<file path="src/rtl/id_ex_stage_pkg.sv">
// Shared CPU types for the ID/EX boundary: control bundle, NOP constant and
// the ID/EX stall FSM state type.
package cpu_pkg;

    // Control bundle, MSB first in the same order as the decoder emits it.
    typedef struct packed {
        logic       wmem;
        logic       rmem;
        logic       wreg;
        logic       wpc;
        logic       CondEn;
        logic [1:0] jmpF;
        logic [2:0] ALUins;
        logic [1:0] ExtndSel;
    } ctrl_t;

    localparam ctrl_t CTRL_NOP = '0;

    // Width of the extra-bubble counter; bounds LOAD_STALL to 1..7.
    localparam int unsigned IDEX_CNT_W = 3;

    typedef enum logic [0:0] {
        RUN   = 1'b0,
        STALL = 1'b1
    } idex_state_t;

endpackage

</file>
<file path="src/rtl/id_ex_stage_if.sv">
// Decode-to-execute bus: ID-side inputs, EX flush request and the
// registered EX-side bundle with the stall/bubble status.
interface id_ex_if
    import cpu_pkg::*;
#(
    parameter int unsigned DATA_W = 32,
    parameter int unsigned REG_AW = 4
);
    ctrl_t              id_ctrl;
    logic [DATA_W-1:0]  id_rd1;
    logic [DATA_W-1:0]  id_rd2;
    logic [DATA_W-1:0]  id_ext;
    logic [REG_AW-1:0]  id_rs1;
    logic [REG_AW-1:0]  id_rs2;
    logic               id_use_rs1;
    logic               id_use_rs2;
    logic [REG_AW-1:0]  id_rd;
    logic               ex_flush;

    ctrl_t              ex_ctrl;
    logic [DATA_W-1:0]  ex_rd1;
    logic [DATA_W-1:0]  ex_rd2;
    logic [DATA_W-1:0]  ex_ext;
    logic [REG_AW-1:0]  ex_rd;
    logic               stall;
    logic               bubble;

    // Decode side / environment: drives ID fields and flush, observes EX.
    modport master (
        output id_ctrl, id_rd1, id_rd2, id_ext, id_rs1, id_rs2,
               id_use_rs1, id_use_rs2, id_rd, ex_flush,
        input  ex_ctrl, ex_rd1, ex_rd2, ex_ext, ex_rd, stall, bubble
    );

    // The pipeline register itself.
    modport slave (
        input  id_ctrl, id_rd1, id_rd2, id_ext, id_rs1, id_rs2,
               id_use_rs1, id_use_rs2, id_rd, ex_flush,
        output ex_ctrl, ex_rd1, ex_rd2, ex_ext, ex_rd, stall, bubble
    );

endinterface

</file>
<file path="src/rtl/id_ex_hazard_detect.sv">
// Load-use hazard detector: the instruction in EX is a load whose
// destination matches a source register actually read by the instruction in ID.
module id_ex_hazard_detect #(
    parameter int unsigned REG_AW = 4
) (
    input  logic              rmem_i,
    input  logic [REG_AW-1:0] ex_rd_i,
    input  logic [REG_AW-1:0] id_rs1_i,
    input  logic [REG_AW-1:0] id_rs2_i,
    input  logic              id_use_rs1_i,
    input  logic              id_use_rs2_i,
    output logic              haz_o
);

    // Register 0 is compared like any other register.
    always_comb begin
        haz_o = rmem_i & ((id_use_rs1_i & (id_rs1_i == ex_rd_i)) |
                          (id_use_rs2_i & (id_rs2_i == ex_rd_i)));
    end

endmodule

</file>
<file path="src/rtl/id_ex_stage.sv">
// ID/EX pipeline register with load-use stall insertion and branch flush.
module id_ex_stage
    import cpu_pkg::*;
#(
    parameter int unsigned DATA_W     = 32,
    parameter int unsigned REG_AW     = 4,
    parameter int unsigned LOAD_STALL = 1
) (
    input  logic    clk,
    input  logic    rst,
    id_ex_if.slave  bus
);

    if (LOAD_STALL < 1 || LOAD_STALL > 7) begin : g_bad_load_stall
        $error("id_ex_stage: LOAD_STALL must be in 1..7");
    end

    idex_state_t            state_q, state_d;
    logic [IDEX_CNT_W-1:0]  cnt_q, cnt_d;
    ctrl_t                  ctrl_q, ctrl_d;
    logic [DATA_W-1:0]      rd1_q, rd1_d;
    logic [DATA_W-1:0]      rd2_q, rd2_d;
    logic [DATA_W-1:0]      ext_q, ext_d;
    logic [REG_AW-1:0]      rd_q, rd_d;
    logic                   bubble_q, bubble_d;
    logic                   haz;
    logic                   stall_c;
    logic                   load_nop;

    id_ex_hazard_detect #(.REG_AW(REG_AW)) u_haz (
        .rmem_i       (ctrl_q.rmem),
        .ex_rd_i      (rd_q),
        .id_rs1_i     (bus.id_rs1),
        .id_rs2_i     (bus.id_rs2),
        .id_use_rs1_i (bus.id_use_rs1),
        .id_use_rs2_i (bus.id_use_rs2),
        .haz_o        (haz)
    );

    // Stall FSM: flush beats hazard; the first bubble is inserted from RUN,
    // STALL supplies the remaining LOAD_STALL-1 bubbles counted down by cnt.
    always_comb begin
        state_d  = state_q;
        cnt_d    = cnt_q;
        stall_c  = 1'b0;
        load_nop = 1'b0;
        unique case (state_q)
            RUN: begin
                if (bus.ex_flush) begin
                    load_nop = 1'b1;
                end else if (haz) begin
                    stall_c  = 1'b1;
                    load_nop = 1'b1;
                    if (LOAD_STALL > 1) begin
                        state_d = STALL;
                        cnt_d   = IDEX_CNT_W'(LOAD_STALL - 2);
                    end
                end
            end
            STALL: begin
                load_nop = 1'b1;
                if (bus.ex_flush) begin
                    state_d = RUN;
                    cnt_d   = '0;
                end else begin
                    stall_c = 1'b1;
                    if (cnt_q == '0) begin
                        state_d = RUN;
                    end else begin
                        cnt_d = cnt_q - 1'b1;
                    end
                end
            end
            default: begin
                state_d = RUN;
                cnt_d   = '0;
            end
        endcase
    end

    // Next pipeline contents: either the ID instruction or an all-zero NOP.
    always_comb begin
        ctrl_d   = load_nop ? CTRL_NOP : bus.id_ctrl;
        rd1_d    = load_nop ? '0 : bus.id_rd1;
        rd2_d    = load_nop ? '0 : bus.id_rd2;
        ext_d    = load_nop ? '0 : bus.id_ext;
        rd_d     = load_nop ? '0 : bus.id_rd;
        bubble_d = load_nop;
    end

    // State, counter and pipeline registers with asynchronous clear.
    always_ff @(posedge clk or posedge rst) begin
        if (rst) begin
            state_q  <= RUN;
            cnt_q    <= '0;
            ctrl_q   <= CTRL_NOP;
            rd1_q    <= '0;
            rd2_q    <= '0;
            ext_q    <= '0;
            rd_q     <= '0;
            bubble_q <= 1'b0;
        end else begin
            state_q  <= state_d;
            cnt_q    <= cnt_d;
            ctrl_q   <= ctrl_d;
            rd1_q    <= rd1_d;
            rd2_q    <= rd2_d;
            ext_q    <= ext_d;
            rd_q     <= rd_d;
            bubble_q <= bubble_d;
        end
    end

    // Drive the EX side; stall is suppressed while reset is asserted.
    always_comb begin
        bus.ex_ctrl = ctrl_q;
        bus.ex_rd1  = rd1_q;
        bus.ex_rd2  = rd2_q;
        bus.ex_ext  = ext_q;
        bus.ex_rd   = rd_q;
        bus.bubble  = bubble_q;
        bus.stall   = stall_c & ~rst;
    end

endmodule

</file>
<file path="src/flat_wrapper.sv">
// flat-port wrapper written by rule: the top's interface ports become plain ports
module id_ex_stage_flat import cpu_pkg::*;
#(
    parameter int unsigned DATA_W     = 32,
    parameter int unsigned REG_AW     = 4,
    parameter int unsigned LOAD_STALL = 1
)
  (clk, rst, bus_id_ctrl, bus_id_rd1, bus_id_rd2, bus_id_ext, bus_id_rs1, bus_id_rs2, bus_id_use_rs1, bus_id_use_rs2, bus_id_rd, bus_ex_flush, bus_ex_ctrl, bus_ex_rd1, bus_ex_rd2, bus_ex_ext, bus_ex_rd, bus_stall, bus_bubble);
  id_ex_if #(.DATA_W(DATA_W), .REG_AW(REG_AW)) bus_i ();
  input  logic clk;
  input  logic rst;
  input wire logic [$bits(bus_i.id_ctrl)-1:0] bus_id_ctrl;
  input wire logic [$bits(bus_i.id_rd1)-1:0] bus_id_rd1;
  input wire logic [$bits(bus_i.id_rd2)-1:0] bus_id_rd2;
  input wire logic [$bits(bus_i.id_ext)-1:0] bus_id_ext;
  input wire logic [$bits(bus_i.id_rs1)-1:0] bus_id_rs1;
  input wire logic [$bits(bus_i.id_rs2)-1:0] bus_id_rs2;
  input wire logic [$bits(bus_i.id_use_rs1)-1:0] bus_id_use_rs1;
  input wire logic [$bits(bus_i.id_use_rs2)-1:0] bus_id_use_rs2;
  input wire logic [$bits(bus_i.id_rd)-1:0] bus_id_rd;
  input wire logic [$bits(bus_i.ex_flush)-1:0] bus_ex_flush;
  output wire logic [$bits(bus_i.ex_ctrl)-1:0] bus_ex_ctrl;
  output wire logic [$bits(bus_i.ex_rd1)-1:0] bus_ex_rd1;
  output wire logic [$bits(bus_i.ex_rd2)-1:0] bus_ex_rd2;
  output wire logic [$bits(bus_i.ex_ext)-1:0] bus_ex_ext;
  output wire logic [$bits(bus_i.ex_rd)-1:0] bus_ex_rd;
  output wire logic [$bits(bus_i.stall)-1:0] bus_stall;
  output wire logic [$bits(bus_i.bubble)-1:0] bus_bubble;
  assign bus_i.id_ctrl = bus_id_ctrl;
  assign bus_i.id_rd1 = bus_id_rd1;
  assign bus_i.id_rd2 = bus_id_rd2;
  assign bus_i.id_ext = bus_id_ext;
  assign bus_i.id_rs1 = bus_id_rs1;
  assign bus_i.id_rs2 = bus_id_rs2;
  assign bus_i.id_use_rs1 = bus_id_use_rs1;
  assign bus_i.id_use_rs2 = bus_id_use_rs2;
  assign bus_i.id_rd = bus_id_rd;
  assign bus_i.ex_flush = bus_ex_flush;
  assign bus_ex_ctrl = bus_i.ex_ctrl;
  assign bus_ex_rd1 = bus_i.ex_rd1;
  assign bus_ex_rd2 = bus_i.ex_rd2;
  assign bus_ex_ext = bus_i.ex_ext;
  assign bus_ex_rd = bus_i.ex_rd;
  assign bus_stall = bus_i.stall;
  assign bus_bubble = bus_i.bubble;
  id_ex_stage #(.DATA_W(DATA_W), .REG_AW(REG_AW), .LOAD_STALL(LOAD_STALL)) u_core (.clk(clk), .rst(rst), .bus(bus_i));
endmodule
</file>
<file path="config.mk">
export PLATFORM = sky130hd
export DESIGN_NAME = id_ex_stage_flat
export DESIGN_NICKNAME = d
export VERILOG_FILES = /design/src/rtl/id_ex_stage_pkg.sv /design/src/rtl/id_ex_stage_if.sv /design/src/rtl/id_ex_hazard_detect.sv /design/src/rtl/id_ex_stage.sv /design/src/flat_wrapper.sv
export SDC_FILE = /design/constraint.sdc
export NUM_CORES = 1
export LEC_CHECK = 0
export CAP_MARGIN = 10
export CORE_MARGIN = 4
export CORE_UTILIZATION = 25
export CTS_BUF_LIST = sky130_fd_sc_hd__clkbuf_8 sky130_fd_sc_hd__clkbuf_16
export CTS_CLUSTER_DIAMETER = 50
export CTS_CLUSTER_SIZE = 12
export DETAILED_ROUTE_END_ITERATION = 16
export GPL_TIMING_DRIVEN = 1
export PLACE_DENSITY_LB_ADDON = 0.08
export REMOVE_ABC_BUFFERS = 1
export SYNTH_ARGS = -nofsm -noshare
export SYNTH_HDL_FRONTEND = slang
export SYNTH_HIERARCHICAL = 1
export SYNTH_SLANG_ARGS = --single-unit
</file>
<file path="constraint.sdc">
create_clock -name clk -period 12.6 [get_ports clk]
set_clock_uncertainty 0.15 [all_clocks]
set_input_delay 2.52 -clock clk [delete_from_list [all_inputs] [get_ports clk]]
set_output_delay 2.52 -clock clk [all_outputs]
set_load 0.05 [all_outputs]
</file>
# Word level (Yosys, flattened, before mapping)
# Index checks and enable logic that the tools add are counted.
# W data, S select, Z words.
dict set report totals {
  ff_bits 117
  inputBits 125
  output_inout_bits 114
}
dict set report op_classes {
  add_sub_neg 1
  eq_ne 3
  n_mux 16
  n_bitwise 7
  n_reduce_logical 2
}
# operator count
set ops {}
lappend ops {{$mux W32} 3}
lappend ops {{$mux W12} 1}
lappend ops {{$eq A4 B4 Y1} 2}
lappend ops {{$mux W1} 7}
lappend ops {{$mux W3} 2}
lappend ops {{$and A1 B1 Y1} 4}
lappend ops {{$mux W4} 1}
lappend ops {{$pmux W1 S2} 2}
lappend ops {{$logic_not A3 Y1} 1}
lappend ops {{$sub A3 B1 Y3 const B} 1}
lappend ops {{$ne A2 B2 Y1 const B} 1}
lappend ops {{$not A1 Y1} 2}
lappend ops {{$reduce_and A2 Y1} 1}
lappend ops {{$or A1 B1 Y1} 1}

# Depth between registers and ports, before layout
# Gate-level depths: netlist of run 1.
dict set report depth {
  word_depth 8
  ltp_mapped 8
}

# Modules after synthesis
# The synthesis of run 1 kept the hierarchy.
# mod instances cells_each area_per_inst_um2 seq_area_each_um2
set by_module_without_submodules {}
lappend by_module_without_submodules {id_ex_stage 1 262 3871.2 2927.8}
lappend by_module_without_submodules {id_ex_hazard_detect 1 12 102.6 0.0}

# Worst setup path after synthesis of run 1
# No wires, ideal clock.
dict set report synth_timing {
  path_kind {input to output}
  from {in bus_id_rs2[0]}
  to {out bus_stall}
  arrival_time_ns 4.205
  slack_ns 5.725
  path_stages 4
  path_buffers 0
  cell_sequence {xor2_1 o41ai_2 nor2_1 nor3_1}
}
dict set report synth_between {
  elab_chain_len 8
}
# element line_no
set synth_lines {}
lappend synth_lines {{start, declared} flat_wrapper.sv:17} ;# input wire logic [$bits(bus_i.id_rs2)-1:0] bus_id_rs2;
lappend synth_lines {{$eq A4 B4 Y1} id_ex_hazard_detect.sv:18} ;# (id_use_rs2_i & (id_rs2_i == ex_rd_i)));
lappend synth_lines {{$and A1 B1 Y1} id_ex_hazard_detect.sv:18}
lappend synth_lines {{$or A1 B1 Y1} id_ex_hazard_detect.sv:17} ;# haz_o = rmem_i & ((id_use_rs1_i & (id_rs1_i == ex_rd_i)) |
lappend synth_lines {{$and A1 B1 Y1} id_ex_hazard_detect.sv:17}
lappend synth_lines {{named net u_core.haz} id_ex_stage.sv:26} ;# logic haz;
lappend synth_lines {{$mux W1} id_ex_stage.sv:51} ;# end else if (haz) begin
lappend synth_lines {{$mux W1} id_ex_stage.sv:49} ;# if (bus.ex_flush) begin
lappend synth_lines {{$pmux W1 S2} id_ex_stage.sv:47} ;# unique case (state_q)
lappend synth_lines {{$and A1 B1 Y1} id_ex_stage.sv:122} ;# bus.stall = stall_c & ~rst;
lappend synth_lines {{end, declared} flat_wrapper.sv:27} ;# output wire logic [$bits(bus_i.stall)-1:0] bus_stall;
# The timed path passes the listed nets, and every way through them passes these cells.

# Worst setup path in the final report of run 1
# Same ends and word-level chain as after synthesis.

==> results of run 1 <==
[flip-flops by register name, indices dropped and copies added, names as in the netlist]
name,count
u_core/bus.ex_ext,32
u_core/bus.ex_rd1,32
u_core/bus.ex_rd2,32
u_core/bus.ex_ctrl,12
u_core/bus.ex_rd,4
u_core/cnt_q,3
u_core/bus.bubble,1
u_core/state_q,1
[per-layer routing]
layer / vias up / part of all wire, % / track usage, %
met5: - / 0 / 0
li1: 1332 / - / -
met3: 16 / 15 / 8.14
met1: 1327 / 36 / 12.7
met4: 0 / 1.8 / 5.60
met2: 150 / 47 / 19.2
[Yosys cell counts (all sizes together) (2+ instances only)]
cell / count
and2: 112
buf: 8
clkbuf: 4
dfrtp: 117
ha: 2
inv: 5
nor2: 2
nor3: 3
o21ai: 2
xnor2: 2
xor2: 6
[worst min-delay path by stage]
| stage | start | cells past startpoint | endpoint |
|---|---|---|---|
| after floorplan | u_core/cnt_q[2]$_DFFE_PP0P_ | 1 | u_core/cnt_q[2]$_DFFE_PP0P_ |
| after global placement | u_core/cnt_q[2]$_DFFE_PP0P_ | 1 | u_core/cnt_q[2]$_DFFE_PP0P_ |
| after detailed placement | u_core/cnt_q[2]$_DFFE_PP0P_ | 1 | u_core/cnt_q[2]$_DFFE_PP0P_ |
| after CTS | u_core/cnt_q[2]$_DFFE_PP0P_ | 1 | u_core/cnt_q[2]$_DFFE_PP0P_ |
| after global routing | u_core/cnt_q[2]$_DFFE_PP0P_ | 1 | u_core/cnt_q[2]$_DFFE_PP0P_ |
| final | u_core/cnt_q[2]$_DFFE_PP0P_ | 1 | u_core/cnt_q[2]$_DFFE_PP0P_ |
[area by class of cell]
type                            count  area, µm²
Timing Repair Buffer              240       2400
Sequential cell                   117       2930
Multi-Input combinational cell    140        928
Fill cell                        1441       8260
Tap cell                          211        264
Clock inverter                      6       51.3
Inverter                            5       21.3
Clock buffer                       24        522
[where the power goes]
part	leakage, nW	switching [mW]	internal (mW)
combinational	1.31	0.104	0.0770
clock	0.298	0.156	0.303
sequential	1.51	0.00575	0.396
[stage by stage]
step	power [mW]	cells	cell area (µm²)	setup WS [ps]	utilization [%]
after detailed placement	0.592	713	6540	5250	42.5
final	1.04	743	7110	5280	46.3
after global placement	0.592	713	6540	5250	42.5
after floorplan	0.503	262	3870	5730	-
after global routing	1.09	743	7110	5060	46.3
after CTS	1.06	743	7110	5250	46.3
[kinds of logic after synthesis]
logic type / count (synthesis) / share of synthesized area, %
flip-flops: 117 / 73.7
AND/OR/NAND/NOR: 123 / 19.4
XOR/XNOR: 8 / 1.76
adder cells (fa/ha/maj): 2 / 0.630
multiplexers: 1 / 0.252
buffers and inverters: 17 / 3.12
AO/OA/AOI/OAI: 6 / 1.20
==> reports/results.txt, run 1 <==
Clock root buffer: clkbuf_16
Htree depth: 4
Yosys top cell area share: 73.7%
Flops & latches, synth: 117
Syn-to-layout area delta: 79.0%
Placeable Area: 0.0154 mm²
Delay of the slowest critical-path stage: 830 ps
Clock Sinks: 117
Die Wd: 134 µm
Slew @ Worst Pin: 968 ps
Power density cells: 146 mW/mm²
TritonRoute pass-1 iters: 2
Die Height: 134 µm
TritonCTS buffer count: 17
Worst slew margin: 35.5%
Clock tree buffer depth: 2
Global-route wire length before repair: 16800 µm
Ranking of synthesized cells by area: dfrtp_1 (74%), and2_1 (18%), buf_6 (2.3%)
CTS tree: done
Leading area contributor after synthesis: dfrtp_1
Antenna violations before repair: 0
CP max FO: 2
Startpoint types: input pin
Minimum clock period: 7320 ps
WHS: 308 ps
Type of the worst setup path: input pin to output port
CP Cell Sequence: clkdlybuf4s50_1 -> xor2_1 -> o41ai_2 -> nor2_1 -> nor3_1 -> clkdlybuf4s50_1
Hold Crit Class: flop to flop
PostCTS Resize Cnt: 0
Total die area: 0.0180 mm²
N_diodes: 0
Synth Cell Area: 0.00397 mm²
Unique masters post-synth: 25
R2R setup slack: 10300 ps
Fraction of layout cells with a size suffix above 1: 6.20%
Row Count: 45
Slowest CP cell: clkdlybuf4s50_1
EDFF count, synth: 0
Max Clk Rate: 137 MHz
Primary FF master, synth: dfrtp_1
Worst-Skew Late Latency: 400 ps
Leak: 3.12 nW
Unrepaired setup endpoints after global routing: false
Crit path buf inv count: 2
CP most frequent cell: clkdlybuf4s50_1
Status: finished clean
Worst r2r src: u_core/bus.ex_rd[1]$_DFF_PP0_
Wirelength per Cell: 14.4 µm
Worst EP required: 9930 ps
Gate Count Post-Synth: 274
Sequential share of the synthesized area: 73.7%
Post-detailed-route count of antenna-violating nets: 0
Most common cell after layout, fill and taps aside: clkdlybuf4s50_1
Reg2reg end: u_core/bus.ex_ctrl[0]$_DFF_PP0_
Worst path depth: 6
Initial cell density of the core: 25.9%
Asr flop ratio synth: 100%
Final period util: 58.1%
Post-Syn Area per Cell: 14.5 µm²
GP Congestion: 0.713
Final hold vios: 0
Most frequent cells in the layout: clkdlybuf4s50_1 (238), dfrtp_1 (117), and2_1 (112)
Crit path max-delay family: buffers and inverters
HPWL Detailed: 7640 µm
Yosys warning total: 6
Final Max Slew Viols: 0
PortBufs: 238
Vias in the first global route: 3123
# setup viols final: 0
Gr usage total: 12.2%
Crit path DAT: 4650 ps
Total negative slack: 0 ps
# Post-CTS Setup Buffers: 0
Setup crit start: bus_id_rs2[0]
Worst VDD drop: 0.0819 mV
Clk slew on worst S/H paths: 50 ps
CP Capture Point: bus_stall
Largest net degree at the start of global routing: 114
Nets: 648
DR vias: 2825
Vias/cell: 3.80
Max-cap violation count: 0
CTS hold repair buffers: 0
FF-to-FF path depth: 7
IO Pins: 239
Grt total ovfl: 0
DR DRC count: 0
WL final: 10700 µm
Initial DRC count: 63
Setup crit end kind: output port
Power figures use the tool's default switching activity.
==> run 2, diff against run 1 <==
clock period = 6.9 ns   (was 12.6 ns; I/O delays follow)
==> run 2 against run 1 <==
  * Worst setup slack worse by 3400 ps
  * Global-route usage rose by 0.46 points
  * Clock power grew 87%
  * Highest routed layer unchanged
  * Die area is the same
==> reports/results.txt, run 2 (synthesis gave the netlist of run 1 again) <==
TritonRoute pass-1 iters: 4 (was 2)
Slew @ Worst Pin: 968 ps (about the same)
Global-route wire length before repair: 17200 µm (was 16800 µm)
# Post-CTS Setup Buffers: 0 (unchanged)
PostCTS Resize Cnt: 0 (unchanged)
WL final: 10900 µm (was 10700 µm)
Status: finished clean (unchanged)
M3 GR Usage: 8.81% (was 8.14%)
Crit path max-delay family: buffers and inverters (unchanged)
Crit path buf inv count: 2 (unchanged)
Clk slew on worst S/H paths: 50 ps (about the same)
Initial DRC count: 72 (was 63)
Initial cell density of the core: 25.9% (unchanged)
IO Pins: 239 (unchanged)
Max Clk Rate: 199 MHz
HPWL Detailed: 7930 µm (was 7640 µm)
Gr busiest metal: met2 (unchanged)
Delay of the slowest critical-path stage: 830 ps (about the same)
Placement-stage cell area: 0.00654 mm² (unchanged)
DR DRC count: 0 (unchanged)
Gr usage total: 12.7% (was 12.2%)
Die Height: 134 µm (unchanged)
Nets: 649 (was 648)
Startpoint types: input pin (unchanged)
Final Util: 46.4% (was 46.3%)
M2 GR Usage: 19.3% (was 19.2%)
Leak: 3.13 nW (was 3.12 nW)
Wirelength per Cell: 14.6 µm (was 14.4 µm)
Antenna violations before repair: 0 (unchanged)
# fillers: 1426 (was 1441)
Total Power: 1.92 mW (was 1.04 mW)
TritonCTS buffer count: 17 (unchanged)
Vias/cell: 3.81 (was 3.80)
Clock Sinks: 117 (unchanged)
Crit path DAT: 3500 ps (was 4650 ps)
Most frequent cells in the layout: clkdlybuf4s50_1 (238), dfrtp_1 (117), and2_1 (112) (unchanged)
Die Wd: 134 µm (unchanged)
Fin worst setup slack: 1870 ps (was 5280 ps)
Final period util: 72.9%
Final Max Slew Viols: 0 (unchanged)
Max-cap violation count: 0 (unchanged)
Syn-to-layout area delta: 79.6% (was 79.0%)
CP Cell Sequence: clkdlybuf4s50_1 -> xnor2_1 -> nand3_1 -> o41ai_2 -> nor2_1 -> nor3_1 -> clkdlybuf4s50_1 (was clkdlybuf4s50_1 -> xor2_1 -> o41ai_2 -> nor2_1 -> nor3_1 -> clkdlybuf4s50_1)
Worst slew margin: 35.5% (about the same)
CP most frequent cell: clkdlybuf4s50_1 (unchanged)
Grt met1 use: 14.0% (was 12.7%)
Worst VDD drop: 0.142 mV (was 0.0819 mV)
Row Count: 45 (unchanged)
Clock root buffer: clkbuf_16 (unchanged)
Hold Crit Class: flop to flop (unchanged)
Minimum clock period: 5030 ps
DR vias: 2842 (was 2825)
Grt total ovfl: 0 (unchanged)
Slowest CP cell: clkdlybuf4s50_1 (unchanged)
N_diodes: 0 (unchanged)
Final hold vios: 0 (unchanged)
Htree depth: 4 (unchanged)
Layout Cell Area excl Fill: 0.00714 mm² (was 0.00711 mm²)
Post-detailed-route count of antenna-violating nets: 0 (unchanged)
Largest net degree at the start of global routing: 76 (was 114)
Worst-Skew Late Latency: 400 ps (about the same)
Setup crit end kind: output port (unchanged)
CTS hold repair buffers: 0 (unchanged)
CTS tree: done (unchanged)
Total die area: 0.0180 mm² (unchanged)
Clock tree buffer depth: 2 (unchanged)
Most common cell after layout, fill and taps aside: clkdlybuf4s50_1 (unchanged)
Unrepaired setup endpoints after global routing: false (unchanged)
Pre-CTS setup slack: 1860 ps (was 5250 ps)
Total negative slack: 0 ps (unchanged)
PortBufs: 238 (unchanged)
GP Congestion: 0.729 (was 0.713)
CP max FO: 2 (unchanged)
DP Cell Count: 713 (unchanged)
Fin cells: 745 (was 743)
Vias in the first global route: 3157 (was 3123)
Fraction of layout cells with a size suffix above 1: 6.55% (was 6.20%)
WHS: 316 ps (was 308 ps)
Worst EP required: 5370 ps (was 9930 ps)
Type of the worst setup path: input pin to output port (unchanged)
Power density cells: 270 mW/mm² (was 146 mW/mm²)
# setup viols final: 0 (unchanged)
Placeable Area: 0.0154 mm² (unchanged)
## run 2: cell types whose count changed in the layout (fill, tap and decap cells not counted)
cell | previous run | this run
clkinv_2 | 2 | 5
buf_8 | 0 | 1
clkinvlp_4 | 0 | 1
clkinv_4 | 0 | 1
bufinv_16 | 1 | 3
clkbuf_8 | 7 | 1
## run 2: metal layers
layer	part of all wire, %	wire length [µm]
met1	37	4060
met2	47	5100
met3	14	1550
met4	1.3	139
met5	0	0
## run 2: final timing paths
check / start / to / slack, ps / cells past startpoint
worst max-delay path: bus_id_rs2[2] / bus_stall / 1870 / 7
worst min-delay path: u_core/cnt_q[2]$_DFFE_PP0P_ / u_core/cnt_q[2]$_DFFE_PP0P_ / 320 / 1
worst max register to register: u_core/bus.ex_rd[1]$_DFF_PP0_ / u_core/bus.ex_ext[24]$_DFF_PP0_ / 4210 / 8
worst min register to register: u_core/cnt_q[2]$_DFFE_PP0P_ / u_core/cnt_q[2]$_DFFE_PP0P_ / 320 / 1
max in group asynchronous: rst / u_core/bus.ex_ext[22]$_DFF_PP0_ / 3970 / 3
min in group asynchronous: rst / u_core/bus.ex_ext[23]$_DFF_PP0_ / 1260 / 2
## run 2: where the power goes
part	switching (mW)	internal (mW)	total [mW]
combinational	0.191	0.142	0.333
clock	0.291	0.567	0.858
sequential	0.0109	0.723	0.734
## run 2: area by class of cell
cell class | instances | area, µm² | share of cell area, %
clock buffer | 18 | 439 | 6.15
multi-input combinational | 140 | 928 | 13.0
sequential | 117 | 2930 | 41.0
inverter | 5 | 21.3 | 0.298
timing repair buffer | 241 | 2410 | 33.8
clock inverter | 13 | 143 | 2.00
tap | 211 | 264 | 3.70
